## src/rtl/idu_exu_reg_pkg.sv

```systemverilog
// Shared widths, ALU opcodes and the stored-entry layout for the ID->EX register.
package idu_exu_reg_pkg;

  localparam int XLEN    = 64;
  localparam int ALUOP_W = 6;
  localparam int RIDX_W  = 5;

  typedef logic [XLEN-1:0]    vec_t;
  typedef logic [ALUOP_W-1:0] aluop_t;
  typedef logic [RIDX_W-1:0]  ridx_t;

  // ALU operation codes driven on alu_op.
  localparam aluop_t ALU_ADD = 6'd0;
  localparam aluop_t ALU_SUB = 6'd1;
  localparam aluop_t ALU_AND = 6'd2;
  localparam aluop_t ALU_OR  = 6'd3;
  localparam aluop_t ALU_XOR = 6'd4;
  localparam aluop_t ALU_SLL = 6'd5;
  localparam aluop_t ALU_SRL = 6'd6;
  localparam aluop_t ALU_SRA = 6'd7;
  localparam aluop_t ALU_SLT = 6'd8;

  // Single-entry occupancy.
  typedef enum logic {
    ST_EMPTY = 1'b0,
    ST_FULL  = 1'b1
  } state_e;

  // Everything the stage holds for one decoded instruction.
  typedef struct packed {
    vec_t   pc;
    vec_t   rs1;
    vec_t   rs2;
    vec_t   imm;
    ridx_t  rs1_idx;
    ridx_t  rs2_idx;
    logic   op1_sel;
    logic   op2_sel;
    aluop_t alu_op;
    ridx_t  rd_idx;
    logic   rd_wen;
  } entry_t;

endpackage

```

## src/rtl/idu_exu_reg.sv

```systemverilog
// ID->EX pipeline register: holds one decoded instruction, selects ALU operands
// and forwards register-file writebacks into the held source values.
module idu_exu_reg
  import idu_exu_reg_pkg::*;
(
  input  logic               clk,
  input  logic               rst,
  input  logic               in_valid,
  output logic               in_ready,
  input  logic [XLEN-1:0]    in_pc,
  input  logic [XLEN-1:0]    in_rs1_data,
  input  logic [XLEN-1:0]    in_rs2_data,
  input  logic [XLEN-1:0]    in_imm,
  input  logic [RIDX_W-1:0]  in_rs1_idx,
  input  logic [RIDX_W-1:0]  in_rs2_idx,
  input  logic               in_op1_sel,
  input  logic               in_op2_sel,
  input  logic [ALUOP_W-1:0] in_alu_op,
  input  logic [RIDX_W-1:0]  in_rd_idx,
  input  logic               in_rd_wen,
  input  logic               wb_wen,
  input  logic [RIDX_W-1:0]  wb_idx,
  input  logic [XLEN-1:0]    wb_data,
  input  logic               flush,
  output logic               out_valid,
  input  logic               out_ready,
  output logic [XLEN-1:0]    out_pc,
  output logic [XLEN-1:0]    operator_1,
  output logic [XLEN-1:0]    operator_2,
  output logic [ALUOP_W-1:0] alu_op,
  output logic [XLEN-1:0]    out_rs2_data,
  output logic [RIDX_W-1:0]  out_rd_idx,
  output logic               out_rd_wen
);

  state_e r_state;
  entry_t r_entry;
  entry_t w_cap_entry;
  logic   w_capture;
  logic   w_hold;

  // Forward a same-cycle regfile write into a source value; x0 is never forwarded.
  function automatic vec_t bypass(input ridx_t idx, input vec_t data,
                                  input logic b_wen, input ridx_t b_idx, input vec_t b_data);
    return (b_wen && (b_idx == idx) && (idx != '0)) ? b_data : data;
  endfunction

  assign out_valid = (r_state == ST_FULL);
  // NOTE: in_ready must not look at in_valid, otherwise upstream logic that
  // waits for ready before raising valid forms a combinational loop.
  assign in_ready  = !out_valid || out_ready;
  assign w_capture = in_valid && in_ready && !flush;
  assign w_hold    = out_valid && !out_ready;

  // Assemble the incoming entry, with writeback forwarding on both sources.
  always_comb begin
    w_cap_entry         = '0;
    w_cap_entry.pc      = in_pc;
    w_cap_entry.rs1     = bypass(in_rs1_idx, in_rs1_data, wb_wen, wb_idx, wb_data);
    w_cap_entry.rs2     = bypass(in_rs2_idx, in_rs2_data, wb_wen, wb_idx, wb_data);
    w_cap_entry.imm     = in_imm;
    w_cap_entry.rs1_idx = in_rs1_idx;
    w_cap_entry.rs2_idx = in_rs2_idx;
    w_cap_entry.op1_sel = in_op1_sel;
    w_cap_entry.op2_sel = in_op2_sel;
    w_cap_entry.alu_op  = in_alu_op;
    w_cap_entry.rd_idx  = in_rd_idx;
    w_cap_entry.rd_wen  = in_rd_wen;
  end

  // Occupancy: flush empties, otherwise refill whenever the slot frees up.
  always_ff @(posedge clk or posedge rst) begin
    if (rst) begin
      r_state <= ST_EMPTY;
    end else if (flush) begin
      r_state <= ST_EMPTY;
    end else if (in_ready) begin
      r_state <= in_valid ? ST_FULL : ST_EMPTY;
    end
  end

  // Entry storage: load on capture, otherwise refresh held sources from writebacks.
  always_ff @(posedge clk or posedge rst) begin
    // NOTE: the datapath fields are reset too, because every output is
    // required to read 0 while reset is asserted, not just out_valid.
    if (rst) begin
      r_entry <= '0;
    end else if (w_capture) begin
      r_entry <= w_cap_entry;
    end else if (w_hold) begin
      r_entry.rs1 <= bypass(r_entry.rs1_idx, r_entry.rs1, wb_wen, wb_idx, wb_data);
      r_entry.rs2 <= bypass(r_entry.rs2_idx, r_entry.rs2, wb_wen, wb_idx, wb_data);
    end
  end

  assign out_pc       = r_entry.pc;
  assign operator_1   = r_entry.op1_sel ? r_entry.pc  : r_entry.rs1;
  assign operator_2   = r_entry.op2_sel ? r_entry.imm : r_entry.rs2;
  assign alu_op       = r_entry.alu_op;
  assign out_rs2_data = r_entry.rs2;
  assign out_rd_idx   = r_entry.rd_idx;
  assign out_rd_wen   = out_valid && r_entry.rd_wen;

endmodule

```

## config.mk

```make
export PLATFORM = sky130hd
export DESIGN_NAME = idu_exu_reg
export DESIGN_NICKNAME = d
export VERILOG_FILES = /design/src/rtl/idu_exu_reg_pkg.sv /design/src/rtl/idu_exu_reg.sv
export SDC_FILE = /design/constraint.sdc
export NUM_CORES = 1
export LEC_CHECK = 0
export BUFFER_PORTS_ARGS = -buffer_cell sky130_fd_sc_hd__buf_2
export CORE_AREA = 3 3 243 245
export CTS_CLUSTER_DIAMETER = 100
export DETAILED_ROUTE_END_ITERATION = 16
export DIE_AREA = 0 0 246 248
export HOLD_SLACK_MARGIN = 0.1
export PLACE_DENSITY = 0.56
export SLEW_MARGIN = 20
export SYNTH_ARGS = -nofsm -noshare
export SYNTH_HDL_FRONTEND = slang
export SYNTH_SLANG_ARGS = --single-unit
export TNS_END_PERCENT = 1
```

## constraint.sdc

```tcl
create_clock -name clk -period 28.2 [get_ports clk]
set_input_delay 7.05 -clock clk [delete_from_list [all_inputs] [get_ports clk]]
set_output_delay 7.05 -clock clk [all_outputs]
set_load 0.03 [all_outputs]
```

==> results of run 1 <==
-- per-layer routing --
| metal | wire [um] | part of all wire [%] | track usage (%) | vias up |
|---|---|---|---|---|
| met5 | 29 | 0.054 | 0 | - |
| met4 | 1710 | 3.2 | 6.58 | 4 |
| met3 | 3790 | 7.1 | 3.96 | 99 |
| met2 | 26400 | 49 | 28.4 | 505 |
| met1 | 21800 | 41 | 20.3 | 6228 |
| li1 | - | - | - | 5818 |
-- area by class of cell --
type                    instances  area (um^2)  share of cell area (%)
clock buffers                  56         1090                    5.70
inverters                       4         22.5                   0.118
clock inverters                 9          110                   0.577
repair buffers                640         3250                    17.0
flip-flops and latches        281         7040                    36.9
multi-input cells            1016         6610                    34.6
well taps                     765          957                    5.02
diodes                          3         7.51                  0.0394
-- worst paths after layout --
check                              endpoint        start  slack [ns]
max                                in_ready    out_ready       13.18
min                             r_entry[46]  r_entry[46]        0.47
max reg2reg                out_rs2_data[12]    out_valid       24.73
min reg2reg                     r_entry[46]  r_entry[46]        0.47
max in group asynchronous       r_entry[12]          rst       19.59
min in group asynchronous  out_rs2_data[14]          rst        6.59
-- where the power goes --
group	switching [W]	leakage, nW	internal [W]
registers	0.0000560	3.35	0.000470
logic	0.000300	5.89	0.000170
clock network	0.000180	0.583	0.000284
-- critical path: stages --
cell and delay, ns:
buf_2 0.20, nand2b_1 0.42, buf_2 0.29
-- cells by family after synthesis --
group / count (synthesis) / synth area share [%]
and+or+nand+nor: 672 / 17.1
DFF: 281 / 46.6
muxes: 256 / 21.2
buffers and inverters: 240 / 9.93
AOI/OAI and AO/OA: 75 / 4.46
xor gates and xnor gates: 13 / 0.754
-- sequential cells by signal (all words and copies together), names as in the netlist --
signal / cells
out_rs2_data: 64
alu_op: 6
out_valid: 1
r_entry: 141
out_rd_idx: 5
out_pc: 64
-- through the flow --
| step | setup slack [ns] | utilization [%] | hold WS [ns] | instances | instance area, um^2 |
|---|---|---|---|---|---|
| 4_1_cts | 13.17 | 33.2 | 0.471 | 2771 | 19100 |
| 5_1_grt | 13.17 | 33.3 | 0.489 | 2774 | 19100 |
| 3_3_place_gp | 13.17 | 31.1 | 0.454 | 2706 | 17900 |
| 3_5_place_dp | 13.18 | 31.1 | 0.457 | 2706 | 17900 |
| 2_1_floorplan | 13.40 | - | 0.438 | 1537 | 15100 |
| 6_report | 13.18 | 33.3 | 0.466 | 2774 | 19100 |
-- cells in the final DEF, fill, tap and decap left out, drive strengths merged, types with 2 or more instances in the layout --
cell type	Yosys	routed
xnor2	5	5
clkbuf	68	56
clkinv	0	3
diode	0	3
nor2	65	65
bufinv	0	2
a32oi	64	64
nand2	588	588
nor3	4	4
nand2b	2	2
dfrtp	281	281
a21oi	3	3
mux2	256	256
inv	4	6
clkinvlp	0	2
buf	167	640
xor2	8	8
and2	4	4
==> flow_metrics.tcl, run 1 <==
set metrics [dict create \
    track_usage_pct 16.7 \
    die_area_um2 61000 \
    first_global_vias 13000 \
    crit_path_end_kind "primary output" \
    drt_iter0_drc 497 \
    rsz0062_at_grt "no" \
    postRouteAntennaNets 0 \
    via_count 12700 \
    synthTopCellsByCount "nand2_1, dfrtp_1, mux2_2" \
    cts_setup_buffers 0 \
    ff2ff_path_depth 6 \
    ctsHoldBuffers 0 \
    grt_pass1_wl_um 78300 \
    avgSynthCellArea_um2 9.82 \
    detail_route.vias_per_cell 4.56 \
    synth_edf_count 0 \
    synth.cell_area_um2 15100 \
    rows 88 \
    hold_path_class "flop to flop" \
    ios 625 \
    syn2layout_area_growth_pct 26.4 \
    cts_buffers 37 \
    slew_violations 0 \
    tns_ns 0 \
    htreeDepth 2 \
    synthArstFlopShare_pct 100 \
    gp_congestion 0.873 \
    fin_nets 2335 \
    die_h_um 248 \
    ys_ff_latch 281 \
    worstSkewPairLatency_ns 0.52 \
    ir_drop_mv 0.0531 \
    slew_headroom_pct 22.7 \
    fp.coreArea_um2 57400 \
    setup_viol 0 \
    yosysSeqAreaShare_pct 46.6 \
    skew_ns 0.0161 \
    synth_top_area_share_pct 46.6 \
    period_share_pct 53.3 \
    synth_top_cell_by_area "dfrtp_1" \
    status "finished, final reports clean" \
    drt-wirelength-per-cell_um 19.4 \
    cts-root-buf "clkbuf_16" \
    antenna_found_initial 5 \
    grt_max_degree 83 \
    cts_sinks 281 \
    path_max_fanout 6 \
    port_buffers 624 \
    cts_repair_resize_count 0 \
    cts_buffer_depth 3 \
    synthFlopType "dfrtp_1" \
    dpl.hpwl_um 38000 \
    drt_first_pass_iters 4 \
    yosysWarnings 0 \
    ys_types 38 \
    p_leak_nw 9.83 \
    arrival_ns 7.97 \
    tightest_slew_ns 1.16 \
    synth_most_common_cell "nand2_1" \
    worstPathRequired_ns 21.15 \
    layout.filler_cells 6002 \
    drive_gt1_share_pct 48.1 \
    hold_viol_final 0 \
    path_class "input port to primary output" \
    wl_um 53700 \
    power_w 0.00146 \
    synth_fp_nets 1892 \
    post-route-drc-count 0 \
    holdPathStages 2 \
    fmax_ghz 0.0666 \
    startpoint_type "input port" \
    path_clk_slew_ns 0.05 \
    start_util_pct 26.3 \
    power_density_nw_per_um2 76.5 \
    cap_viol_max_count 0 \
    grt_overflow 0 \
    period_needed_ns 15.02 \
    yosys-top-cells-area "dfrtp_1, nand2_1, mux2_2" \
    die_x_um 246 \
    cts_tree "built" \
    syn-instance-count 1537 \
]
No activity file was read; power rests on OpenSTA's default activity.
==> run 2, diff against run 1 <==
==> constraint.sdc (replaced) <==
create_clock -name clk -period 14.43 [get_ports clk]
set_input_delay 3.6075 -clock clk [delete_from_list [all_inputs] [get_ports clk]]
set_output_delay 3.6075 -clock clk [all_outputs]
set_load 0.03 [all_outputs]
==> flow_metrics.tcl, run 2 (same netlist as run 1, synthesis figures left out) <==
set metrics [dict create \
    drt_iter0_drc 661 \
    power_density_nw_per_um2 149 \
    die_area_um2 61000 \
    fin_nets 2332 \
    grt_max_degree 103 \
    period_needed_ns 8.14 \
    startpoint_type "input port" \
    ios 625 \
    syn2layout_area_growth_pct 25.9 \
    die_h_um 248 \
    wl_um 53900 \
    ir_drop_mv 0.0649 \
    cts_sinks 281 \
    worstSkewPairLatency_ns 0.52 \
    ctsHoldBuffers 0 \
    clockPowerShare_pct 31.1 \
    path_class "input port to primary output" \
    hold_ws_ns 0.466 \
    p_int_w 0.00179 \
    layout_commonest_cell "buf_2" \
    largest_reg_flops 141 \
    drive_gt1_share_pct 47.9 \
    p_leak_nw 9.80 \
    cts_repair_resize_count 0 \
    start_util_pct 26.3 \
    reg2reg_from "out_valid" \
    first_global_vias 13100 \
    postRouteAntennaNets 0 \
    gp_congestion 0.880 \
    dpl.hpwl_um 38000 \
    drt-wirelength-per-cell_um 19.4 \
    tightest_slew_ns 1.14 \
    swShare_pct 36.8 \
    rsz0062_at_grt "no" \
    worstSetupEndpoint "in_ready" \
    setup_viol 0 \
    cap_viol_max_count 0 \
    tns_ns 0 \
    cts_setup_buffers 0 \
    track_usage_pct 16.8 \
    layout.filler_cells 6014 \
    rows 88 \
    mostFrequentLayoutCells "buf_2, nand2_1, dfrtp_1, mux2_2, mux2_4" \
    sequentialPowerShare_pct 36.5 \
    ff2ff_path_depth 6 \
    p_comb_share_pct 32.3 \
    post-route-drc-count 0 \
    die_x_um 246 \
    cts-root-buf "clkbuf_16" \
    grt_overflow 0 \
    hold_viol_final 0 \
    arrival_ns 4.53 \
    antenna_found_initial 7 \
    max_flop_register "r_entry" \
    startpoint "out_ready" \
    fmax_ghz 0.123 \
    skew_ns 0.0135 \
    hold_path_class "flop to flop" \
    cts_buffer_depth 3 \
    via_count 12600 \
    multi_input_area_um2 6610 \
    p_sw_w 0.00104 \
    path_max_fanout 6 \
    slew_headroom_pct 24.1 \
    crit_path_end_kind "primary output" \
    port_buffers 624 \
    fp.coreArea_um2 57400 \
    worstPathRequired_ns 10.82 \
    ff2ff_setup_slack_ns 10.99 \
    detail_route.vias_per_cell 4.56 \
    cts_tree "built" \
    regArea_um2 7040 \
    path_clk_slew_ns 0.05 \
    slew_violations 0 \
    cts_buffers 35 \
    period_share_pct 56.4 \
    r2r-end "r_entry[180]" \
    drt_first_pass_iters 5 \
    htreeDepth 2 \
    grt_pass1_wl_um 78900 \
    status "finished, final reports clean" \
]
==> run 2: cell count changes in the layout (fill, tap and decap cells not counted) <==
cell	delta
inv_8	-1
buf_6	-1
clkbuf_8	-3
inv_6	-1
clkinv_2	+3
clkinvlp_4	-2
==> run 2: worst min path at each step <==
stage | cells past startpoint | to | startpoint
after floorplan | 2 | r_entry[0] | r_entry[0]
after global placement | 2 | r_entry[53] | r_entry[53]
after detailed placement | 2 | r_entry[65] | r_entry[65]
after CTS | 2 | r_entry[49] | r_entry[49]
after global routing | 2 | r_entry[49] | r_entry[49]
final | 2 | alu_op[5] | alu_op[5]
==> run 2: worst max-delay path: stages <==
cell and delay (ns):
buf_2 0.19, nand2b_1 0.43, buf_2 0.29
==> run 2: metrics by stage <==
| stage | total power [W] | util [%] | instances | setup slack [ns] | cell area [um^2] |
|---|---|---|---|---|---|
| 6_report | 0.00282 | 33.1 | 2769 | 6.29 | 19000 |
| 5_1_grt | 0.00296 | 33.1 | 2769 | 6.24 | 19000 |
| 4_1_cts | 0.00286 | 33.1 | 2766 | 6.29 | 19000 |
| 2_1_floorplan | 0.00173 | - | 1537 | 3.07 | 15100 |
| 3_3_place_gp | 0.00195 | 31.1 | 2705 | 6.30 | 17900 |
| 3_5_place_dp | 0.00196 | 31.1 | 2705 | 6.29 | 17900 |
==> run 2: power groups by stage <==
stage          clock network (W)  logic, W  registers, W
4_1_cts                 0.000905  0.000922       0.00103
2_1_floorplan                  0  0.000743      0.000989
6_report                0.000879  0.000913       0.00103
5_1_grt                 0.000938  0.000975       0.00105
3_5_place_dp                   0  0.000920       0.00104
3_3_place_gp                   0  0.000914       0.00104
==> run 2: layer usage <==
| layer | vias to the layer above | wire (um) | global-route usage (%) |
|---|---|---|---|
| met5 | - | 21 | 0 |
| li1 | 5803 | - | - |
| met3 | 91 | 3750 | 3.95 |
| met1 | 6221 | 21700 | 20.4 |
| met4 | 4 | 1490 | 5.70 |
| met2 | 507 | 26900 | 29.1 |
==> run 2: layout make-up <==
class | instances | share of cell area (%)
flip-flops and latches | 281 | 37.0
well taps | 765 | 5.04
repair buffers | 639 | 17.0
clock buffers | 53 | 5.50
diodes | 3 | 0.0395
inverters | 4 | 0.119
clock inverters | 8 | 0.474
multi-input cells | 1016 | 34.8
